`src/rtl/xadc_drp_responder_if.sv`:
```
// DRP bus between a DRP master and the XADC responder model.
interface xadc_drp_responder_if;
  logic [6:0]  DADDR;
  logic        DEN;
  logic        DWE;
  logic [15:0] DI;
  logic [15:0] DO;
  logic        DRDY;

  modport master (
    output DADDR,
    output DEN,
    output DWE,
    output DI,
    input  DO,
    input  DRDY
  );

  modport slave (
    input  DADDR,
    input  DEN,
    input  DWE,
    input  DI,
    output DO,
    output DRDY
  );
endinterface

```
`src/rtl/xadc_drp_responder.sv`:
```
// Behavioural XADC DRP responder: fixed-latency DRP slave plus a 4-channel aux sequencer.
// Optional macro XADC_RESP_AVG_EN stores a running two-point average instead of raw samples.
module xadc_drp_responder #(
  parameter int unsigned RD_LATENCY  = 3,
  parameter int unsigned CONV_CYCLES = 26
) (
  input  logic                 clk,
  input  logic                 rst,
  xadc_drp_responder_if.slave  drp,
  output logic                 BUSY,
  output logic                 EOS,
  output logic [4:0]           MUXADDR,
  input  logic [11:0]          SAMPLE0,
  input  logic [11:0]          SAMPLE1,
  input  logic [11:0]          SAMPLE2,
  input  logic [11:0]          SAMPLE3
);

  localparam logic [3:0] LatInit  = 4'(RD_LATENCY - 1);
  localparam logic [7:0] ConvLast = 8'(CONV_CYCLES - 1);

  typedef enum logic [1:0] {StIdle, StConvert, StStore} state_e;

  state_e      state_q, state_d;
  logic        pending_q;
  logic [3:0]  lat_q;
  logic [6:0]  addr_q;
  logic        we_q;
  logic [15:0] di_q;
  logic [15:0] cfg_q [16];
  logic [11:0] result_q [4];
  logic [1:0]  ch_q, ch_d;
  logic [7:0]  conv_q, conv_d;
  logic        eos_q;
  logic        drdy, accept, cfg_wr, cont_mode, store_en;
  logic [15:0] rdata;
  logic [11:0] samples [4];
  logic [11:0] new_result;

  function automatic logic [15:0] cfg_reset(input logic [3:0] idx);
    case (idx)
      4'h0:             return 16'hB903;
      4'h1:             return 16'h20F0;
      4'h2:             return 16'h3F00;
      4'h9, 4'hB, 4'hF: return 16'h000F;
      default:          return 16'h0000;
    endcase
  endfunction

  assign drdy   = pending_q && (lat_q == 4'd0);
  assign accept = drp.DEN && (!pending_q || drdy);
  assign cfg_wr = drdy && we_q && (addr_q[6:4] == 3'b100);
  // Look through a same-cycle write to 0x41 so the sequencer reacts on the DRDY cycle itself.
  assign cont_mode = (cfg_wr && addr_q[3:0] == 4'h1) ? (di_q[15:12] == 4'h2)
                                                     : (cfg_q[1][15:12] == 4'h2);

  always_ff @(posedge clk or posedge rst) begin
    if (rst) begin
      pending_q <= 1'b0;
      lat_q     <= 4'd0;
      addr_q    <= 7'd0;
      we_q      <= 1'b0;
      di_q      <= 16'h0000;
    end else if (accept) begin
      pending_q <= 1'b1;
      lat_q     <= LatInit;
      addr_q    <= drp.DADDR;
      we_q      <= drp.DWE;
      di_q      <= drp.DI;
    end else if (drdy) begin
      pending_q <= 1'b0;
    end else if (pending_q) begin
      lat_q     <= lat_q - 4'd1;
    end
  end

  always_ff @(posedge clk or posedge rst) begin
    if (rst) begin
      for (int i = 0; i < 16; i++) cfg_q[i] <= cfg_reset(4'(i));
    end else if (cfg_wr) begin
      cfg_q[addr_q[3:0]] <= di_q;
    end
  end

  always_comb begin
    rdata = 16'h0000;
    if (addr_q[6:2] == 5'b00100) begin
      rdata = {result_q[addr_q[1:0]], 4'h0};
    end else if (addr_q[6:4] == 3'b100) begin
      rdata = cfg_q[addr_q[3:0]];
    end
  end

  assign drp.DO   = drdy ? rdata : 16'h0000;
  assign drp.DRDY = drdy;

  always_comb begin
    state_d  = state_q;
    conv_d   = conv_q;
    ch_d     = ch_q;
    store_en = 1'b0;
    case (state_q)
      StIdle: begin
        if (cont_mode) begin
          state_d = StConvert;
          conv_d  = 8'd0;
          ch_d    = 2'd0;
        end
      end
      StConvert: begin
        if (conv_q == ConvLast) state_d = StStore;
        else                    conv_d  = conv_q + 8'd1;
      end
      StStore: begin
        store_en = 1'b1;
        ch_d     = ch_q + 2'd1;
        conv_d   = 8'd0;
        state_d  = cont_mode ? StConvert : StIdle;
      end
      default: state_d = StIdle;
    endcase
  end

  always_ff @(posedge clk or posedge rst) begin
    if (rst) begin
      state_q <= StIdle;
      conv_q  <= 8'd0;
      ch_q    <= 2'd0;
      eos_q   <= 1'b0;
    end else begin
      state_q <= state_d;
      conv_q  <= conv_d;
      ch_q    <= ch_d;
      eos_q   <= store_en && (ch_q == 2'd3);
    end
  end

  assign samples[0] = SAMPLE0;
  assign samples[1] = SAMPLE1;
  assign samples[2] = SAMPLE2;
  assign samples[3] = SAMPLE3;

`ifdef XADC_RESP_AVG_EN
  logic [12:0] avg_sum;
  assign avg_sum    = {1'b0, result_q[ch_q]} + {1'b0, samples[ch_q]};
  assign new_result = avg_sum[12:1];
`else
  assign new_result = samples[ch_q];
`endif

  always_ff @(posedge clk or posedge rst) begin
    if (rst) begin
      for (int i = 0; i < 4; i++) result_q[i] <= 12'h000;
    end else if (store_en) begin
      result_q[ch_q] <= new_result;
    end
  end

  assign BUSY    = (state_q == StConvert);
  assign EOS     = eos_q;
  assign MUXADDR = {3'b000, ch_q};

endmodule

```
`src/flat_wrapper.sv`:
```
// flat-port wrapper written by rule: the top's interface ports become plain ports
module xadc_drp_responder_flat 
#(
  parameter int unsigned RD_LATENCY  = 3,
  parameter int unsigned CONV_CYCLES = 26
)
  (clk, rst, BUSY, EOS, MUXADDR, SAMPLE0, SAMPLE1, SAMPLE2, SAMPLE3, drp_DADDR, drp_DEN, drp_DWE, drp_DI, drp_DO, drp_DRDY);
  xadc_drp_responder_if drp_i ();
  input  logic clk;
  input  logic rst;
  output logic BUSY;
  output logic EOS;
  output logic [4:0] MUXADDR;
  input  logic [11:0] SAMPLE0;
  input  logic [11:0] SAMPLE1;
  input  logic [11:0] SAMPLE2;
  input  logic [11:0] SAMPLE3;
  input wire logic [$bits(drp_i.DADDR)-1:0] drp_DADDR;
  input wire logic [$bits(drp_i.DEN)-1:0] drp_DEN;
  input wire logic [$bits(drp_i.DWE)-1:0] drp_DWE;
  input wire logic [$bits(drp_i.DI)-1:0] drp_DI;
  output wire logic [$bits(drp_i.DO)-1:0] drp_DO;
  output wire logic [$bits(drp_i.DRDY)-1:0] drp_DRDY;
  assign drp_i.DADDR = drp_DADDR;
  assign drp_i.DEN = drp_DEN;
  assign drp_i.DWE = drp_DWE;
  assign drp_i.DI = drp_DI;
  assign drp_DO = drp_i.DO;
  assign drp_DRDY = drp_i.DRDY;
  xadc_drp_responder #(.RD_LATENCY(RD_LATENCY), .CONV_CYCLES(CONV_CYCLES)) u_core (.clk(clk), .rst(rst), .drp(drp_i), .BUSY(BUSY), .EOS(EOS), .MUXADDR(MUXADDR), .SAMPLE0(SAMPLE0), .SAMPLE1(SAMPLE1), .SAMPLE2(SAMPLE2), .SAMPLE3(SAMPLE3));
endmodule
```
`config.mk`:
```
export PLATFORM = sky130hd
export DESIGN_NAME = xadc_drp_responder_flat
export DESIGN_NICKNAME = d
export VERILOG_FILES = /design/src/rtl/xadc_drp_responder_if.sv /design/src/rtl/xadc_drp_responder.sv /design/src/flat_wrapper.sv
export SDC_FILE = /design/constraint.sdc
export NUM_CORES = 1
export LEC_CHECK = 0
export ABC_AREA = 1
export CAP_MARGIN = 0
export CORE_MARGIN = 3
export CORE_UTILIZATION = 45
export CTS_CLUSTER_DIAMETER = 200
export CTS_CLUSTER_SIZE = 20
export DETAILED_ROUTE_END_ITERATION = 12
export PLACE_DENSITY_LB_ADDON = 0.05
export SLEW_MARGIN = 10
export SYNTH_ARGS = -nofsm -noshare
export SYNTH_HDL_FRONTEND = slang
export SYNTH_SLANG_ARGS = --single-unit
```
`constraint.sdc`:
```
create_clock -name clk -period 11.5 [get_ports clk]
set_input_delay 2.3 -clock clk [delete_from_list [all_inputs] [get_ports clk]]
set_output_delay 2.3 -clock clk [all_outputs]
set_load 0.02 [all_outputs]
```
Word level (Yosys, flattened, before mapping) --
Cells that the tools add are included.
Word-level totals: word-level logic and storage cells 107, register bits after elaboration 346, output and inout bits 24, bits of input ports 75
Cells by class: muxes and demuxes 34, reductions and logical operators 20, add/sub/neg operators 3, bitwise logic cells 3, equality and inequality tests 13, $lt $le $gt $ge 5
Operators by type and width (number):
- $bwmux 256 | 1
- $mux 16 | 6
- $bmux 16 s4 | 1
- $demux 16 s4 | 1
- $mux 12 | 5
- $bmux 12 s2 | 2
- $bwmux 48 | 1
- $demux 12 s2 | 1
- $pmux 8 s3 | 1
- $mux 8 | 2
- $mux 4 | 3
- $add 8x1->8 const B | 1
- $eq 4x2->1 const B | 2
- $eq 8x5->1 const B | 1
- $logic_and 1x1->1 | 8
- $ge 3x3->1 const B | 2
- $mux 2 | 3
- $not 2->3 | 2
- $pmux 2 s3 | 1
- $reduce_and 2->1 | 3
- $reduce_bool 2->1 | 3
- $eq 5x3->1 const B | 1
- $ge 5x5->1 const B | 1
- $lt 5x1->1 const B | 1
- other kinds (18) | 25

Depth between registers and ports, before layout --
Gate-level depths: netlist of run 1.
depth after elaboration 8, gate-level depth with buffers 12, depth with buffers taken out 12

Least setup slack after synthesis of run 1 --
Ideal clock, no wire load.
kind flip-flop to output port, start point reg u_core.addr_q[1], end point out drp_DO[12], cell stages (with the launch flop) 10, required time 9.200 ns, data arrival time 1.712 ns, buffers on the path 2, path slack 7.488 ns, path through dfrtp_1 -> nor2_1 -> buf_4 -> clkbuf_1 -> a22oi_1 -> nand2_1 -> nand2_1 -> nand4_1 -> nand2_1 -> a21oi_1
On the way: word-level cells in the longest chain between the ends 7, elaborated cells between the ends (all ways) 11, those cells by class 9 x mux; 2 x bitwise
Ends and longest elaborated chain:
- from (decl) | line xadc_drp_responder.sv:27 | logic [6:0] addr_q;
- from (signal assigned) | line xadc_drp_responder.sv:67 | addr_q <= drp.DADDR;
- $not 4->5 (implied by the code) | line xadc_drp_responder.sv:90 | rdata = cfg_q[addr_q[3:0]];
- $bmux 16 s4 | line xadc_drp_responder.sv:90
- $mux 16 (implied by the code) (2 in a row) | line xadc_drp_responder.sv:90
- $mux 16 | line xadc_drp_responder.sv:89 | end else if (addr_q[6:4] == 3'b100) begin
- $mux 16 (*) | line xadc_drp_responder.sv:87 | if (addr_q[6:2] == 5'b00100) begin
- $mux 16 (*) | line xadc_drp_responder.sv:94 | assign drp.DO = drdy ? rdata : 16'h0000;
- to (decl) | line flat_wrapper.sv:22 | output wire logic [$bits(drp_i.DO)-1:0] drp_DO;
Every way passes the cells marked *; elsewhere a longest branch is shown, timed or not. The select of a mux whose other input is x is not followed.

Worst setup path after layout of run 1 --
start point reg u_core.addr_q[0], end point out drp_DO[6]
Same word-level chain as after synthesis.

==> results of run 1 <==
==> cells in the final DEF (no fill, tap or decap), types with 2 or more instances in the layout <==
| master | synthesis | layout |
|---|---|---|
| o21ai_0 | 284 | 284 |
| nor2_1 | 49 | 45 |
| clkbuf_1 | 88 | 12 |
| or2_2 | 2 | 2 |
| clkinv_1 | 4 | 4 |
| ha_1 | 7 | 7 |
| nor3_1 | 2 | 2 |
| o21ai_1 | 25 | 25 |
| nor2_8 | 3 | 3 |
| buf_4 | 7 | 20 |
| nand2_2 | 6 | 7 |
| conb_1 | 1 | 3 |
| clkdlybuf4s50_1 | 0 | 95 |
| inv_2 | 3 | 3 |
| dfrtp_1 | 316 | 316 |
| a22oi_1 | 128 | 128 |
| nand4_1 | 21 | 21 |
| nand3_2 | 0 | 2 |
| dfstp_2 | 30 | 30 |
| a41oi_1 | 4 | 4 |
| clkbuf_16 | 0 | 21 |
| mux2_2 | 3 | 3 |
| a32o_1 | 12 | 12 |
| a21oi_1 | 50 | 50 |
| nor2_4 | 3 | 5 |
| nor2_2 | 1 | 3 |
| o22ai_1 | 25 | 25 |
| inv_1 | 40 | 39 |
| nand2_1 | 534 | 533 |
| nand3_1 | 15 | 13 |
==> critical path: cells and delay by family (launching register included) <==
| family | cells | cell delay (ns) |
|---|---|---|
| compound gates | 2 | 0.36 |
| flops | 1 | 0.49 |
| simple gates | 5 | 1.07 |
| buf+inv | 3 | 1.44 |
==> routing by layer <==
layer  global-route usage, %  wire length, um  share of wire (%)  up-vias
met5                       0                0                  0        -
met4                    3.73              609                1.4        0
met3                    3.96             2630                6.2       46
met2                    38.9            19100                 45      347
met1                    34.2            19800                 47     5780
li1                        -                -                  -     5792
==> worst max path at each step <==
stage	endpoint	depth (start not counted)
floorplan	u_core.EOS	1
global placement	drp_DO[7]	10
detailed placement	drp_DO[7]	10
CTS	drp_DO[7]	10
global route	drp_DO[6]	10
finish	drp_DO[6]	10
==> sequential cells by signal (all words and copies together), names as in the netlist <==
signal	flops
u_core.state_q	2
u_core.pending_q	1
u_core.ch_q	2
u_core.lat_q	4
u_core.cfg_q	256
u_core.we_q	1
u_core.EOS	1
u_core.conv_q	8
u_core.di_q	16
u_core.addr_q	7
u_core.result_q	48
==> cell families (layout without fill, tap and decap cells) <==
| logic type | after synthesis | in the layout | share of synthesized area [%] |
|---|---|---|---|
| and+or+nand+nor | 641 | 641 | 17.1 |
| AOI/OAI and AO/OA | 530 | 530 | 20.2 |
| DFF | 346 | 346 | 57.0 |
| buffers and inverters | 177 | 198 | 4.88 |
| adders and majority gates | 7 | 7 | 0.574 |
| muxes | 3 | 3 | 0.221 |
| other | 1 | 3 | 0.0246 |
| xor gates and xnor gates | 1 | 1 | 0.0574 |
==> cell usage after synthesis, types with 4 or more instances <==
library cell / count
buf_2: 29
buf_4: 7
o22ai_1: 25
a22oi_1: 128
inv_1: 40
a41oi_1: 4
nand2_1: 534
nand4_1: 21
clkinv_1: 4
o21ai_0: 284
nor2_1: 49
dfstp_2: 30
dfrtp_1: 316
nand3_1: 15
a32o_1: 12
o21ai_1: 25
nand2_2: 6
clkbuf_1: 88
a21oi_1: 50
ha_1: 7
==> power breakdown <==
group / total (mW) / internal [mW] / switching [mW]
Combinational: 0.885 / 0.210 / 0.675
Clock: 0.753 / 0.346 / 0.408
Sequential: 1.46 / 1.37 / 0.0881
==> layout make-up <==
cell class | instances | area, sq um | share of cell area [%]
Sequential cell | 346 | 8700 | 51.1
Clock buffer | 33 | 571 | 3.35
Tap cell | 442 | 553 | 3.25
Timing Repair Buffer | 116 | 1120 | 6.59
Clock inverter | 1 | 16.3 | 0.0956
Multi-Input combinational cell | 1185 | 5870 | 34.5
Inverter | 48 | 186 | 1.10
==> per-stage QoR <==
step | hold WS [ns] | std cells
detailed placement | 0.465 | 2137
global placement | 0.462 | 2137
global route | 0.507 | 2171
finish | 0.478 | 2171
CTS | 0.478 | 2171
floorplan | 0.449 | 1708
==> results.md, run 1 <==
- Initial Util: a little under half
- Reg-to-reg startpoint: u_core.addr_q[0]
- Total power: roughly 3.1 mW
- Die Height: roughly 190 um
- Netlist cell types: 39
- Initial antenna violation count: 0
- Postcts setup bufs: 0
- TritonRoute pass-1 iters: 6
- Crit-path max FO: 64
- Via count: around 12000
- Reported leakage power: between 7 and 8 nW
- Final hold vios: 0
- Pins over their slew limit: 0
- Area growth syn-to-layout: 11.5%
- Nets@finish: 1800
- Setup_tns: 0 ns
- R2r worst-path depth: 11
- Mapped Cells: between 1500 and 2000
- Area share of the largest cell type after synthesis: between 50% and 60%
- Largest area contributor in the netlist: dfrtp_1
- Worst Skew: 0.0183 ns
- Commonest register cell after synthesis: dfrtp_1
- YS warnings: 0
- Gr usage total: about a quarter
- Largest net degree at the start of global routing: between 100 and 150
- CTS root buffer: clkbuf_16
- Post-Route WL: approximately 42000 um
- Top Ports: 99
- Hold EP: u_core.cfg_q[217]
- Hold_buf cts: 0
- Synth top area cells: dfrtp_1 (52%), nand2_1 (13%), o21ai_0 (9.3%)
- Number of setup violations in the final report: 0
- CP Cell Sequence: nand2_1, inv_2, buf_4, a22oi_1, nand2_1, nand2_1, nand4_1, nand2_1, a21oi_1, clkdlybuf4s50_1
- Die area: roughly 36000 sq um
- Diode count: 0
- Worst Setup Start Kind: register
- Dpl cell area: ~16000 sq um
- Max Buffers Root-to-Sink: 3
- Yosys reg bits: about 350
- Drt wl/cell: approximately 20 um
- Worst reg2reg setup slack: between 8 and 9 ns
- Die Wd: between 150 and 200 um
- Fraction of registers with async set/reset: between 90% and 100%
- Final worst path period share: 54.3%
- Fmax: about 160 MHz
- Seq/Total Area, Yosys: between 50% and 60%
- Clk_lat worst skew: around 0.53 ns
- Num CTS Buffers: 21
- Minimum clock period: between 6 and 7 ns
- EDFF count, synth: 0
- Util after Layout: just over 50%
- Average cell area after synthesis: 8.95 sq um
- Critical Path RT: ~9 ns
- Overflow after GRT: 0
- # Max-Cap Violations: 0
- Number of global-route vias before repair: roughly 12000
- Port Buffers: 95
- Worst Max-Slew Pin Slew: ~1.1 ns
- Kind of critical path: reg2out
- First-pass GRT wire length: approximately 68000 um
- Clk slew on worst S/H paths: roughly 0.090 ns
- VDD IR max: between 0.1 and 0.15 mV
- Crit. End Element: primary output
- 1st-iter DRT viols: between 900 and 1000
- Synthesized area: about 15000 sq um
- CTS tree: done
- Vias per cell: 5.51
- Post-route ant nets: 0
- Fillers: 3109
- Final HPWL from detailed placement: between 20000 and 25000 um
- Slowest cell delay on critical path: 0.66 ns
- Fraction of layout cells with a size suffix above 1: under 10%
- DRC: 0
- Worst hold path depth: 2
- Layout Cell Area excl Fill: 17000 sq um
- Cell mode on critical path: nand2_1
- Crit. Startpoint: u_core.addr_q[0]
- Hold path startpoint: u_core.cfg_q[217]
- CTS HTree Levels: 1
- PostCTS Resize Cnt: 0
- Worst flop-to-flop path endpoint: u_core.ch_q[0]
- Final worst setup slack: between 5 and 6 ns
- Row count: 66
- CP arrival: 3.94 ns
- Dpl ws: slightly below 6 ns
- Slew headroom: 27.8%
- Crit-path slowest cell: clkdlybuf4s50_1
- Clock sink count: 346
- Status: completed
- Cell area power density: about 180 nW/um^2
- Final Wtd Congestion: 0.784
- Core ar.: approximately 33000 sq um
- Type of the most critical hold path: reg2reg
- RSZ-0062 raised after global routing: false
(Power assumes the default switching activity.)
==> run 2, diff against run 1 <==
==> constraint.sdc (replaced) <==
create_clock -name clk -period 5.9 [get_ports clk]
set_input_delay 1.18 -clock clk [delete_from_list [all_inputs] [get_ports clk]]
set_output_delay 1.18 -clock clk [all_outputs]
set_load 0.02 [all_outputs]
==> run 2 against run 1 <==
Net effect:
- non-clock buffer count increased by 4
- total power up 97%
- routed wire length shrank 0.55%
- critical path depth did not move
- flip-flop and latch count is the same
- global-route usage down 0.28 points
- highest routed layer unchanged
- clock power rose by 97%
- via count is 0.91% higher
==> results.md, run 2 (synthesis gave the netlist of run 1 again) <==
- Hold_buf cts: 0 (unchanged)
- R2r worst-path depth: 12 (+1)
- Die Wd: 190 um (unchanged)
- Minimum clock period: around 4.8 ns
- Final HPWL from detailed placement: 25300 um (+2.8%)
- Worst setup path endpoint: drp_DO[6]
- Crit. End Element: primary output
- Final hold vios: 0 (unchanged)
- 1st-iter DRT viols: 979 (+1.9%)
- Gr usage total: 23.5% (-0.28 points)
- Reg-to-reg startpoint: u_core.addr_q[0]
- Max reg flops: 256 (unchanged)
- Initial antenna violation count: 0 (unchanged)
- First-pass GRT wire length: 67300 um (-1.2%)
- Worst Setup Start Kind: register
- Max Buffers Root-to-Sink: 3 (unchanged)
- PostCTS Resize Cnt: 0 (unchanged)
- Clk_lat worst skew: 0.53 ns (about the same)
- Port Buffers: 95 (unchanged)
- Largest Register: u_core.cfg_q
- Clk slew on worst S/H paths: 0.09 ns (about the same)
- Cell area power density: 357 nW/um^2 (+96%)
- Worst Max-Slew Pin Slew: 1.25 ns (+0.167 ns)
- Fraction of layout cells with a size suffix above 1: 6.35% (+0.22 points)
- Die area: 36200 sq um (unchanged)
- Post-Route WL: 42000 um (-0.55%)
- DRC: 0 (unchanged)
- CTS tree: done
- Top Ports: 99 (unchanged)
- Initial Util: 46.3% (unchanged)
- Via count: 12100 (+0.91%)
- Post-route ant nets: 0 (unchanged)
- Worst reg2reg setup slack: 2.73 ns (-5.45 ns)
- Num CTS Buffers: 21 (unchanged)
- Reported leakage power: 7.64 nW (+0.41%)
- Setup_tns: 0 ns (unchanged)
- Core ar.: 32900 sq um (unchanged)
- Register area: 8700 sq um (unchanged)
- Worst flop-to-flop path endpoint: u_core.conv_q[4]
- CP arrival: 3.59 ns (-0.35 ns)
- Final Wtd Congestion: 0.808 (+3.0%)
- RSZ-0062 raised after global routing: false
- Type of the most critical hold path: reg2reg
- Dpl cell area: 16500 sq um (+0.41%)
- Pins over their slew limit: 0 (unchanged)
- Number of setup violations in the final report: 0 (unchanged)
- Clock sink count: 346 (unchanged)
- VDD IR max: 0.212 mV (+60%)
- Nets@finish: 1804 (+0.22%)
- Critical Path RT: 4.72 ns (-4.48 ns)
- Crit-path max FO: 37 (-42%)
- Multi-input logic area: 5870 sq um (unchanged)
- Number of global-route vias before repair: 12000 (+0.017%)
- Fillers: 3102 (-0.23%)
- CTS root buffer: clkbuf_16
- Row count: 66 (unchanged)
- # Max-Cap Violations: 0 (unchanged)
- Slew headroom: 16.7% (-11 points)
- Vias per cell: 5.55 (+0.73%)
- Fmax: about 210 MHz
- TritonRoute pass-1 iters: 5 (-1)
- Crit. Startpoint: u_core.addr_q[1]
- Postcts setup bufs: 0 (unchanged)
- Area growth syn-to-layout: 11.9%
- Largest regs: u_core.cfg_q: 256 flops, u_core.result_q: 48 flops, u_core.di_q: 16 flops
- Layout Cell Area excl Fill: 17100 sq um (+0.40%)
- Final worst path period share: about four fifths
- CTS HTree Levels: 1 (unchanged)
- Overflow after GRT: 0 (unchanged)
- Drt wl/cell: 19.3 um (-0.73%)
- Most frequent cells in the layout: nand2_1 (533), dfrtp_1 (316), o21ai_0 (284)
- Largest net degree at the start of global routing: 156 (+16%)
- Diode count: 0 (unchanged)
- Kind of critical path: reg2out
- Die Height: 190 um (unchanged)
- Commonest non-fill, non-tap cell in the layout: nand2_1
- Status: completed
- Worst Skew: 0.0230 ns (+0.00467 ns)
[run 2: cell count changes in the layout (fill, tap and decap cells not counted), sizes merged]
| cell | change |
|---|---|
| buf | +4 |
[run 2: worst min path at each step]
stage / endpoint / cells after the start / slack [ns] / start
global route: u_core.cfg_q[240] / 2 / 0.49 / u_core.cfg_q[240]
finish: u_core.cfg_q[240] / 2 / 0.48 / u_core.cfg_q[240]
floorplan: u_core.state_q[1] / 1 / 0.45 / u_core.state_q[1]
global placement: u_core.cfg_q[240] / 2 / 0.46 / u_core.cfg_q[240]
detailed placement: u_core.cfg_q[217] / 2 / 0.47 / u_core.cfg_q[217]
CTS: u_core.cfg_q[240] / 2 / 0.48 / u_core.cfg_q[240]
[run 2: stage by stage]
step | hold slack [ns] | setup slack, ns | power, mW | util (%) | std cells
2_1_floorplan | 0.449 | 0.114 | 4.04 | - | 1708
3_3_place_gp | 0.464 | 1.74 | 4.65 | 50.1 | 2141
3_5_place_dp | 0.468 | 1.69 | 4.68 | 50.1 | 2141
4_1_cts | 0.480 | 1.10 | 6.15 | 51.8 | 2175
5_1_grt | 0.488 | 0.920 | 6.46 | 51.8 | 2175
6_report | 0.476 | 1.13 | 6.10 | 51.8 | 2175
[run 2: critical path, cell delays in order (launching register included)]
cell and delay (ns):
dfrtp_1 0.47, inv_1 0.13, nor2_4 0.71, buf_12 0.32, a22oi_1 0.11, nand2_1 0.07, nand2_1 0.05, nand4_1 0.24
nand2_1 0.14, a21oi_1 0.15, clkdlybuf4s50_1 0.65
[run 2: layer usage]
layer	track usage, %	share of wire [%]
met3	3.48	6.0
met4	4.01	1.4
met5	0	0
met1	35.1	48
met2	37.0	45
[run 2: layout make-up]
type | instances | area share (%)
Multi-Input combinational cell | 1185 | 34.4
Inverter | 48 | 1.09
Sequential cell | 346 | 50.9
Clock inverter | 1 | 0.0952
Clock buffer | 33 | 3.34
Timing Repair Buffer | 120 | 6.96
Tap cell | 442 | 3.24
[run 2: where the power goes]
| group | switching (mW) | total (mW) | internal [mW] |
|---|---|---|---|
| Clock | 0.801 | 1.48 | 0.675 |
| Sequential | 0.172 | 2.85 | 2.68 |
| Combinational | 1.33 | 1.78 | 0.449 |
| Total | 2.30 | 6.10 | 3.80 |
